`src/rtl/ptc_axi_rq_skid.sv`:
```
// Two-entry skid buffer between the MFB-to-AXI converter and the PCIe RQ port.
// RX_READY is registered; packet and stall statistics saturate.
module ptc_axi_rq_skid #(
    parameter int AXI_DATA_WIDTH   = 512,
    parameter int AXI_RQUSER_WIDTH = 137,
    parameter int CNT_WIDTH        = 32
) (
    input  logic                          CLK,
    input  logic                          RST,
    input  logic [AXI_DATA_WIDTH-1:0]     RX_DATA,
    input  logic [AXI_RQUSER_WIDTH-1:0]   RX_USER,
    input  logic                          RX_LAST,
    input  logic [AXI_DATA_WIDTH/32-1:0]  RX_KEEP,
    input  logic                          RX_VALID,
    output logic                          RX_READY,
    output logic [AXI_DATA_WIDTH-1:0]     TX_DATA,
    output logic [AXI_RQUSER_WIDTH-1:0]   TX_USER,
    output logic                          TX_LAST,
    output logic [AXI_DATA_WIDTH/32-1:0]  TX_KEEP,
    output logic                          TX_VALID,
    input  logic                          TX_READY,
    input  logic                          CNT_CLR,
    output logic [CNT_WIDTH-1:0]          CNT_PKTS,
    output logic [CNT_WIDTH-1:0]          CNT_STALL,
    output logic                          TX_IN_PKT
);

    localparam int KW = AXI_DATA_WIDTH / 32;
    localparam int WW = AXI_DATA_WIDTH + AXI_RQUSER_WIDTH + 1 + KW;
    localparam logic [CNT_WIDTH-1:0] CNT_ONE = {{(CNT_WIDTH-1){1'b0}}, 1'b1};

    typedef enum logic [1:0] {
        EMPTY,
        ONE,
        TWO
    } state_t;

    state_t        state;
    state_t        state_nxt;
    logic [WW-1:0] main_q;
    logic [WW-1:0] skid_q;
    logic [WW-1:0] rx_word;
    logic          rx_ready_q;
    logic          rx_xfer;
    logic          tx_xfer;
    logic          load_main;
    logic          load_skid;
    logic          move_skid;

    assign rx_word  = {RX_DATA, RX_USER, RX_LAST, RX_KEEP};
    assign TX_VALID = (state != EMPTY);
    assign RX_READY = rx_ready_q;
    assign rx_xfer  = RX_VALID & rx_ready_q;
    assign tx_xfer  = TX_VALID & TX_READY;

    assign {TX_DATA, TX_USER, TX_LAST, TX_KEEP} = main_q;

    always_comb begin
        state_nxt = state;
        load_main = 1'b0;
        load_skid = 1'b0;
        move_skid = 1'b0;
        unique case (state)
            EMPTY: begin
                if (rx_xfer) begin
                    state_nxt = ONE;
                    load_main = 1'b1;
                end
            end
            ONE: begin
                if (rx_xfer && !tx_xfer) begin
                    state_nxt = TWO;
                    load_skid = 1'b1;
                end else if (tx_xfer && !rx_xfer) begin
                    state_nxt = EMPTY;
                end else if (rx_xfer && tx_xfer) begin
                    load_main = 1'b1;
                end
            end
            TWO: begin
                if (tx_xfer) begin
                    state_nxt = ONE;
                    move_skid = 1'b1;
                end
            end
            default: state_nxt = EMPTY;
        endcase
    end

    always_ff @(posedge CLK) begin
        if (RST) begin
            state      <= EMPTY;
            rx_ready_q <= 1'b0;
        end else begin
            state      <= state_nxt;
            rx_ready_q <= (state_nxt != TWO);
        end
    end

    // Payload registers carry no reset; they are only observed with TX_VALID=1.
    always_ff @(posedge CLK) begin
        if (load_main) begin
            main_q <= rx_word;
        end else if (move_skid) begin
            main_q <= skid_q;
        end
        if (load_skid) begin
            skid_q <= rx_word;
        end
    end

    always_ff @(posedge CLK) begin
        if (RST) begin
            CNT_PKTS  <= '0;
            CNT_STALL <= '0;
            TX_IN_PKT <= 1'b0;
        end else begin
            if (CNT_CLR) begin
                CNT_PKTS <= '0;
            end else if (tx_xfer && TX_LAST && CNT_PKTS != '1) begin
                CNT_PKTS <= CNT_PKTS + CNT_ONE;
            end
            if (CNT_CLR) begin
                CNT_STALL <= '0;
            end else if (TX_VALID && !TX_READY && CNT_STALL != '1) begin
                CNT_STALL <= CNT_STALL + CNT_ONE;
            end
            if (tx_xfer) begin
                TX_IN_PKT <= ~TX_LAST;
            end
        end
    end

endmodule

```
`config.mk`:
```
export PLATFORM = sky130hd
export DESIGN_NAME = ptc_axi_rq_skid
export DESIGN_NICKNAME = d
export VERILOG_FILES = /design/src/rtl/ptc_axi_rq_skid.sv
export SDC_FILE = /design/constraint.sdc
export NUM_CORES = 1
export LEC_CHECK = 0
export ABC_CLOCK_PERIOD_IN_PS = 66100
export BUFFER_PORTS_ARGS = -buffer_cell sky130_fd_sc_hd__buf_4
export CORE_AREA = 2 2 554 556
export DETAILED_ROUTE_END_ITERATION = 10
export DIE_AREA = 0 0 556 558
export PLACE_DENSITY = 0.33
export SYNTH_ARGS = -nofsm -noshare
export SYNTH_HDL_FRONTEND = slang
export SYNTH_SLANG_ARGS = --single-unit
```
`constraint.sdc`:
```
create_clock -name CLK -period 66.1 [get_ports CLK]
set_input_delay 0 -clock CLK [delete_from_list [all_inputs] [get_ports CLK]]
set_output_delay 0 -clock CLK [all_outputs]
set_load 0.05 [all_outputs]
```
# Word-level counts from Yosys, hierarchy flattened
# Index checks and enable logic that the tools add are counted.
[op_classes]
addsub = 2
eq_ne = 5
mux = 16
bitwise = 3
n_reduce_logical = 14
[op_table]
columns = ["operator", "count"]
rows = [
  ["666-bit two-way mux", 2],
  ["32-bit by 1-bit adder with 32-bit output, second input constant", 2],
  ["32-bit != test, second input constant", 2],
  ["1-bit two-way mux", 8],
  ["2-bit two-way mux", 4],
  ["1-bit logical AND", 7],
  ["2-bit one-hot mux with 3 select lines", 1],
  ["2-bit nonzero test", 2],
  ["1-bit zero test", 3],
  ["1-bit AND", 2],
  ["2-bit by 1-bit == test with 1-bit output, second input constant", 1],
  ["2-bit == test, second input constant", 1],
  ["2-bit zero test", 1],
  ["2-bit != test, second input constant", 1],
  ["1-bit one-hot mux with 2 select lines", 1],
  ["2-bit OR reduction", 1],
  ["1-bit NOT", 1],
]
[totals]
regBits = 1400
in_bits = 671
out_inout_bits = 733
elab_cells = 47

# Logic depth before layout (Yosys ltp)
# Gate-level depths: netlist of run 1.
[depth]
word_depth = 8
depth_mapped = 7
ltp_nobuf = 6

# Worst setup path after synthesis of run 1
# Ideal clock, no wire load.
[synth_path]
path_kind = "reg2reg"
startpoint = "reg state[0]"
endpoint = "reg main_q[0] (enable)"
setup_time_ns = 2.621
arrival_ns = 46.862
required_time_ns = 63.479
path_slack_ns = 16.617
path_stages_with_launch = 4
n_path_buf = 1
synth_period_minus_slack_ns = 49.483
path_cell_list = "dfxtp_1 > buf_2 > nand2b_1 > o21ai_0"
[synth_via]
elab_chain_len = 8
elab_cells_between_ends = 16
cone_classes = "eq/ne (2); mux (6); bitwise (1); reduce/logical (7)"
[synth_rtl]
columns = ["element", "line", "rtl"]
rows = [
  ["from (decl)", "38", "state_t state;"],
  ["from (signal assigned)", "95", "state <= state_nxt;"],
  ["2-bit nonzero test", "51", "assign TX_VALID = (state != EMPTY);"],
  ["1-bit AND", "54", "assign tx_xfer = TX_VALID & TX_READY;"],
  ["1-bit logical AND", "76", "end else if (rx_xfer && tx_xfer) begin"],
  ["1-bit two-way mux", "76", ""],
  ["1-bit two-way mux", "74", "end else if (tx_xfer && !rx_xfer) begin"],
  ["1-bit two-way mux", "71", "if (rx_xfer && !tx_xfer) begin"],
  ["1-bit one-hot mux with 2 select lines", "63", "unique case (state)"],
  ["2-bit nonzero test (no line) *", "--", ""],
  ["to (signal assigned)", "103", "main_q <= rx_word;"],
  ["to (signal assigned)", "105", "main_q <= skid_q;"],
  ["to (decl)", "40", "logic [WW-1:0] main_q;"],
]
# Every way passes the cells marked *; elsewhere a longest branch is shown, timed or not.
# A chain may end at the register's enable or synchronous reset.

# Final worst setup path of run 1
[layout_path]
startpoint = "reg rx_ready_q, in the netlist RX_READY"
endpoint = "reg main_q[60] (enable)"
[layout_via]
elab_chain_len = 7
elab_cells_between_ends = 11
cone_classes = "mux (5); bitwise (1); reduce/logical (5)"
[layout_rtl]
columns = ["element", "line", "rtl"]
rows = [
  ["from (decl)", "43", "logic rx_ready_q;"],
  ["from (signal assigned)", "96", "rx_ready_q <= (state_nxt != TWO);"],
  ["1-bit AND *", "53", "assign rx_xfer = RX_VALID & rx_ready_q;"],
  ["1-bit logical AND / 1-bit zero test (equally long branches)", "76, 74", ""],
  ["1-bit two-way mux / 1-bit logical AND (equally long branches)", "76, 74", ""],
  ["1-bit two-way mux", "74", ""],
  ["1-bit two-way mux", "71", ""],
  ["1-bit one-hot mux with 2 select lines *", "63", ""],
  ["2-bit nonzero test (no line) *", "--", ""],
]
# Marked as above.

==> results by group, run 1 <==
Yosys
  – Register area share after synthesis: 0.807
  – Leading register cell type out of synthesis: edfxtp_1
  – Syn_nets: 3161
  – Unique cell type count in the Yosys netlist: 54
  – Cell taking the most area after synthesis: edfxtp_1
  – Synth area leaders: edfxtp_1 (78%), mux2_2 (15%), dfxtp_1 (2.7%)
  – Synth top area share: 0.780
  – Flops & latches, synth: 1400
  – Post-Syn Area: 51300 um2
  – Mapped Cells: 2488
  – FFs w/ async S/R, synth: 0
  – Post-synth EDFFs: 1332
  – Avg Cell Area, Syn: 20.6 um2
  – Synthesis Warnings: 0

Setup path
  – Worst R2R Setup Slack: 61.08 ns
  – Worst Reg-to-Reg Cells: 9
  – Worst Path Buf+Inv: 5
  – Critical Path End: main_q[60]
  – CP max stage delay: 0.79 ns
  – Arrival time worst endpoint: 5.46 ns
  – Element type at the critical path end: register
  – CP Max Fanout: 57
  – Crit path max-delay family: buffers and inverters
  – Startpoint types: register
  – Reg2reg start: RX_READY
  – Worst Path Required: 66.55 ns
  – Critical-path top delay cell: buf_4
  – Crit path from: RX_READY
  – Reg2reg end: main_q[60]
  – Most frequent CP cell: buf_4
  – Stages on worst setup path: 9
  – Crit path kind: reg -> reg
  – Worst path cell trace: nand2_1, nor2_1, nand2_4, o21ai_4, buf_4, buf_4, buf_4, buf_4, buf_4

STA
  – Final worst slack: 61.08 ns
  – Setup TNS: 0 ns
  – Max Fclk: 0.199 GHz
  – # setup viols final: 0
  – Endpoints failing hold: 0
  – Fin crit share: 0.0759
  – Slew HR: 0.314
  – Slew @ Worst Pin: 1.03 ns
  – Tmin final: 5.02 ns
  – RSZ-0062 raised after global routing: no
  – Max-slew violations: 0
  – Clk_skew: 0.0480 ns
  – Hold slack: 0.0579 ns

CTS
  – H-tree Lvls: 4
  – Sink Count: 1400
  – CTS Buf Count: 177
  – CTS tree: yes
  – Clk_lat worst skew: 0.84 ns
  – CTS Buffer Depth: 4
  – Root buf cell: clkbuf_16
  – Clock slew at reported path FFs: 0.06 ns

Global route
  – First-pass GRT wire length: 291000 um
  – Largest net degree at the start of global routing: 101
  – GRT Util Overall: 0.131
  – Aggregate global routing overflow: 0
  – Vias in the first global route: 36500
  – Antenna violations before repair: 96

Place
  – DP Worst Slack: 60.86 ns
  – Placed cell count: 7840
  – Dpl hpwl: 156000 um
  – Placed inst area: 66800 um2
  – Port Buf Inserts: 1403
  – GPL Wtd Cong: 0.760

Route
  – Antenna Violating Nets Remaining: 0
  – Pre-Repair DR Iteration Count: 5
  – Via-to-Cell Ratio: 3.62
  – Met2 Wirelength: 106000 um
  – Initial DRC Count: 1622
  – Max Used Layer: met5
  – Total Wirelength: 214000 um
  – DR DRC count: 0
  – Met3 routed WL: 18700 um
  – Via count: 34500
  – Wire length per cell: 22.4 um
  – WL met1: 83400 um

Run
  – Max Cap Viol: 0

Power and ir drop
  – Worst VDD drop: 0.0223 mV
  – Total power: 2.23 mW
  – Cell Pwr Density: 26.0 nW/um2
  – Static leakage: 31.1 nW

Die
  – IO Count: 1404
  – Die Span Y: 558 um
  – Die width: 556 um
  – Die ar.: 310000 um2
  – Rows: 203
  – Initial core utilization: 0.168
  – Core ar.: 305000 um2

Final layout
  – Share of cells above drive strength 1: 0.430
  – Nets: 6020
  – Layout area overhead: 66.9%
  – Design Area, Final: 85600 um2
  – Fin util: 0.281
  – Non-filler cells, final: 9519

Min path
  – Origin of the worst min-delay path: RX_KEEP[9]
  – Worst hold path type: in -> reg

Status
  – Status: complete, no violations
-- what timing repair did --
| item | CTS | global route |
|---|---|---|
| buffers inserted | 0 | 0 |
| gates resized for setup | 0 | 0 |
| hold endpoints to repair | 1442 | 0 |
| hold buffers | 1325 | 0 |
-- per-layer routing --
metal	track usage	vias to the layer above
met5	0	-
met4	0.0356	66
met3	0.0509	340
met2	0.230	1198
met1	0.148	17100
li1	-	15800
-- registers in the layout, summed over array words and instances, names as in the netlist --
name,flops
skid_q,666
RX_READY,1
main_q,666
TX_IN_PKT,1
CNT_PKTS,32
CNT_STALL,32
state,2
-- cell families (layout without fill, tap and decap cells) --
kind of cell / Yosys count / after routing / share of synthesized area
AO/OA/AOI/OAI: 115 / 115 / 0.0143
XOR/XNOR: 15 / 15 / 0.00256
adder cells (fa/ha/maj): 2 / 2 / 0.000488
buffers and inverters: 98 / 3089 / 0.00796
flip-flops: 1400 / 1400 / 0.807
multiplexers: 671 / 671 / 0.147
other: 0 / 43 / 0
AND/OR/NAND/NOR: 187 / 187 / 0.0208
-- layout by cell type, fill, tap and decap left out, drive strengths merged, types with 8 or more instances in the layout --
cell type    count
clkbuf         227
inv             18
edfxtp        1332
buf           1443
nor4             8
dlygate4sd3   1325
diode           43
or4              9
nand2           33
or3             37
xnor2           10
nand3           27
o21ai           34
mux2           667
clkinv          65
a21oi           45
o31ai            9
bufinv          10
nand4           18
dfxtp           68
nor2            26
-- cell type report --
class,instances,area (um2)
antenna,43,108
clock buffer,227,4660
clock inverter,84,767
fill,31200,219000
inverter,10,37.5
multi-input combinational,990,9530
sequential,1400,41400
tap,3997,5000
timing repair buffer,2768,24100
-- Yosys cell counts (7+ instances only) --
library cell     n
inv_1           10
nor2_1          26
buf_2           19
mux2_2         667
nand2_1         33
or3_1           36
nand3_1         27
xnor2_1         10
o31ai_1          7
a21oi_1         43
or4_1            8
o21ai_0         28
clkbuf_1        66
edfxtp_1      1332
nand4_1         16
dfxtp_1         68
-- worst min path at each step --
stage	endpoint	slack, ns	cells after the start
after detailed placement	skid_q[144]	0.19	1
after global routing	skid_q[407]	0.02	2
after global placement	skid_q[327]	0.19	1
after floorplan	state[1]	0.07	1
after CTS	main_q[371]	0.00001	3
final	skid_q[9]	0.06	2
-- power breakdown --
part / total [mW] / internal (mW) / leakage [nW] / switching (mW)
registers: 1.01 / 1.00 / 12.8 / 0.00900
clock network: 0.939 / 0.538 / 2.65 / 0.402
logic: 0.277 / 0.125 / 15.7 / 0.152
total: 2.23 / 1.66 / 31.1 / 0.563
Note: power is estimated with default switching activity, not from simulation.
==> run 2, diff against run 1 <==
--- a/config.mk
+++ b/config.mk
@@ -5,7 +5,7 @@
 export SDC_FILE = /design/constraint.sdc
 export NUM_CORES = 1
 export LEC_CHECK = 0
-export ABC_CLOCK_PERIOD_IN_PS = 66100
+export ABC_CLOCK_PERIOD_IN_PS = 5200
 export BUFFER_PORTS_ARGS = -buffer_cell sky130_fd_sc_hd__buf_4
 export CORE_AREA = 2 2 554 556
 export DETAILED_ROUTE_END_ITERATION = 10
==> constraint.sdc (replaced) <==
create_clock -name CLK -period 5.2 [get_ports CLK]
set_input_delay 0 -clock CLK [delete_from_list [all_inputs] [get_ports CLK]]
set_output_delay 0 -clock CLK [all_outputs]
set_load 0.05 [all_outputs]
==> results by group, run 2 (synthesis gave the netlist of run 1 again) <==
Route
  – Antenna Violating Nets Remaining: 0 (unchanged)
  – Via count: 34600 (+0.33%)
  – Initial DRC Count: 1621 (-0.062%)
  – Pre-Repair DR Iteration Count: 6 (+1)
  – Via-to-Cell Ratio: 3.62 (-0.14%)
  – Total Wirelength: 208000 um (-2.5%)
  – Wire length per cell: 21.8 um (-3.0%)
  – DR DRC count: 0 (unchanged)

STA
  – Endpoints failing hold: 0 (unchanged)
  – Hold slack: 0.0638 ns (+0.00596 ns)
  – Setup TNS: 0 ns (unchanged)
  – # setup viols final: 0 (unchanged)
  – Slew HR: 0.365 (+0.0512)
  – RSZ-0062 raised after global routing: no
  – Tmin final: 3.02 ns (-2.00 ns)
  – Final worst slack: 2.18 ns (-58.90 ns)
  – Clk_skew: 0.0484 ns (+0.000385 ns)
  – Slew @ Worst Pin: 0.953 ns (-0.0768 ns)
  – Max Fclk: 0.331 GHz (+66%)
  – Fin crit share: 0.580 (+0.504)
  – Max-slew violations: 0 (unchanged)

Setup path
  – Reg2reg end: main_q[252]
  – Startpoint types: register
  – Crit path max-delay family: simple AND/OR/NAND/NOR gates
  – Most frequent CP cell: buf_12
  – CP max stage delay: 0.50 ns (-0.29 ns)
  – Element type at the critical path end: register
  – Crit path kind: reg -> reg
  – Worst R2R Setup Slack: 2.18 ns (-58.90 ns)
  – Worst Reg-to-Reg Cells: 5 (-4)
  – Reg2reg start: state[1]
  – CP Max Fanout: 95 (+67%)
  – Worst Path Buf+Inv: 2 (-3)
  – Crit path from: state[1]
  – Arrival time worst endpoint: 3.42 ns (-2.04 ns)
  – Worst path cell trace: nor2_1, nand2_4, o21ai_4, buf_12, buf_12
  – Worst Path Required: 5.60 ns (-60.95 ns)
  – Critical-path top delay cell: o21ai_4

Global route
  – Largest net degree at the start of global routing: 114 (+13%)
  – Aggregate global routing overflow: 0 (unchanged)
  – Antenna violations before repair: 88 (-8.3%)
  – Vias in the first global route: 36700 (+0.41%)
  – GRT Util Overall: 0.128 (-0.00302)
  – First-pass GRT wire length: 285000 um (-1.8%)

Place
  – Port Buf Inserts: 1403 (unchanged)
  – Placed cell count: 7857 (+0.22%)
  – Dpl hpwl: 151000 um (-3.2%)
  – DP Worst Slack: 2.00 ns (-58.86 ns)
  – GPL Wtd Cong: 0.781 (+2.7%)
  – Placed inst area: 67100 um2 (+0.55%)

Min path
  – Hold endpoint: skid_q[368]
  – Origin of the worst min-delay path: RX_DATA[214]
  – Worst hold path type: in -> reg
  – Hold Path Cell Cnt: 2 (unchanged)

Power and ir drop
  – Static leakage: 31.3 nW (+0.70%)
  – Cell Pwr Density: 327 nW/um2 (+1200%)
  – Worst VDD drop: 0.249 mV (+1000%)

Die
  – Die Span Y: 558 um (unchanged)
  – Core ar.: 305000 um2 (unchanged)
  – Initial core utilization: 0.168 (unchanged)
  – Die ar.: 310000 um2 (unchanged)
  – Die width: 556 um (unchanged)
  – IO Count: 1404 (unchanged)
  – Rows: 203 (unchanged)

CTS
  – Hold Buf Count CTS: 1344 (+1.4%)
  – Post-CTS resize count: 0 (unchanged)
  – Clock slew at reported path FFs: 0.06 ns (about the same)
  – Sink Count: 1400 (unchanged)
  – CTS Buf Count: 177 (unchanged)
  – CTS tree: yes
  – CTS Buffer Depth: 4 (unchanged)
  – Clk_lat worst skew: 0.81 ns (-0.03 ns)
  – H-tree Lvls: 4 (unchanged)
  – Setup Buffers After CTS: 0 (unchanged)
  – Root buf cell: clkbuf_16

Final layout
  – Storage element area: 41400 um2 (about the same)
  – Share of cells above drive strength 1: 0.432 (+0.00175)
  – Nets: 6056 (+0.60%)
  – Highest-count cells in the layout ignoring fill and taps: buf_4 (1442), dlygate4sd3_1 (1344), edfxtp_1 (1332), mux2_2 (667), clkbuf_16 (179)
  – Non-filler cells, final: 9564 (+0.47%)
  – Layout area overhead: 68.0%
  – # fillers: 31100 (-0.12%)
  – Design Area, Final: 86100 um2 (+0.67%)
  – Commonest non-fill, non-tap cell in the layout: buf_4
  – Area of the multi-input gates: 9550 um2 (+0.25%)
  – Top flop regs: main_q: 666 flops, skid_q: 666 flops

Run
  – Max Cap Viol: 0 (unchanged)

Status
  – Status: complete, no violations
run 2: cell types whose count changed in the layout (fill, tap and decap cells not counted), moves of 2 or more:
cell           before   now
dlygate4sd3_1    1325  1344
buf_12              1    18
clkinvlp_4          1     8
clkinv_1           37    42
clkbuf_1           48    44
bufinv_16          10     7
clkinv_2           24    27
inv_16              4     1
clkinv_16           2     4
clkinv_8            1     3
nand2_1            32    30
run 2: how the worst max path moves through the flow:
| stage | to | slack (ns) | depth (start not counted) |
|---|---|---|---|
| floorplan | skid_q[0] | -11.55 | 2 |
| global placement | main_q[543] | 1.94 | 5 |
| detailed placement | main_q[543] | 2.00 | 5 |
| CTS | main_q[109] | 1.94 | 5 |
| global route | main_q[252] | 1.94 | 5 |
| finish | main_q[252] | 2.18 | 5 |
run 2: metal layers:
metal	part of all wire	wire [um]	global-route usage	vias to the layer above
met5	0.0020	407	0	-
met3	0.097	20300	0.0551	308
met2	0.49	102000	0.222	1163
li1	-	-	-	15800
met4	0.022	4580	0.0321	68
met1	0.39	80500	0.144	17200
run 2: where the power goes:
part / internal [mW] / switching (mW) / leakage, nW
sequential: 12.7 / 0.115 / 12.8
combinational: 1.62 / 1.92 / 15.9
clock: 6.70 / 5.12 / 2.63
total: 21.1 / 7.15 / 31.3
run 2: cell type report:
class / count / area share
diodes: 43 / 0.00125
multi-input cells: 990 / 0.111
inverters: 10 / 0.000436
clock inverters: 97 / 0.00924
well taps: 3997 / 0.0581
clock buffers: 223 / 0.0539
flip-flops and latches: 1400 / 0.480
repair buffers: 2804 / 0.286
run 2: per-stage QoR:
| stage | power, mW | utilization |
|---|---|---|
| 2_1_floorplan | 14.7 | - |
| 4_1_cts | 28.8 | 0.283 |
| 3_3_place_gp | 15.8 | 0.220 |
| 3_5_place_dp | 15.8 | 0.220 |
| 5_1_grt | 29.3 | 0.283 |
| 6_report | 28.2 | 0.283 |
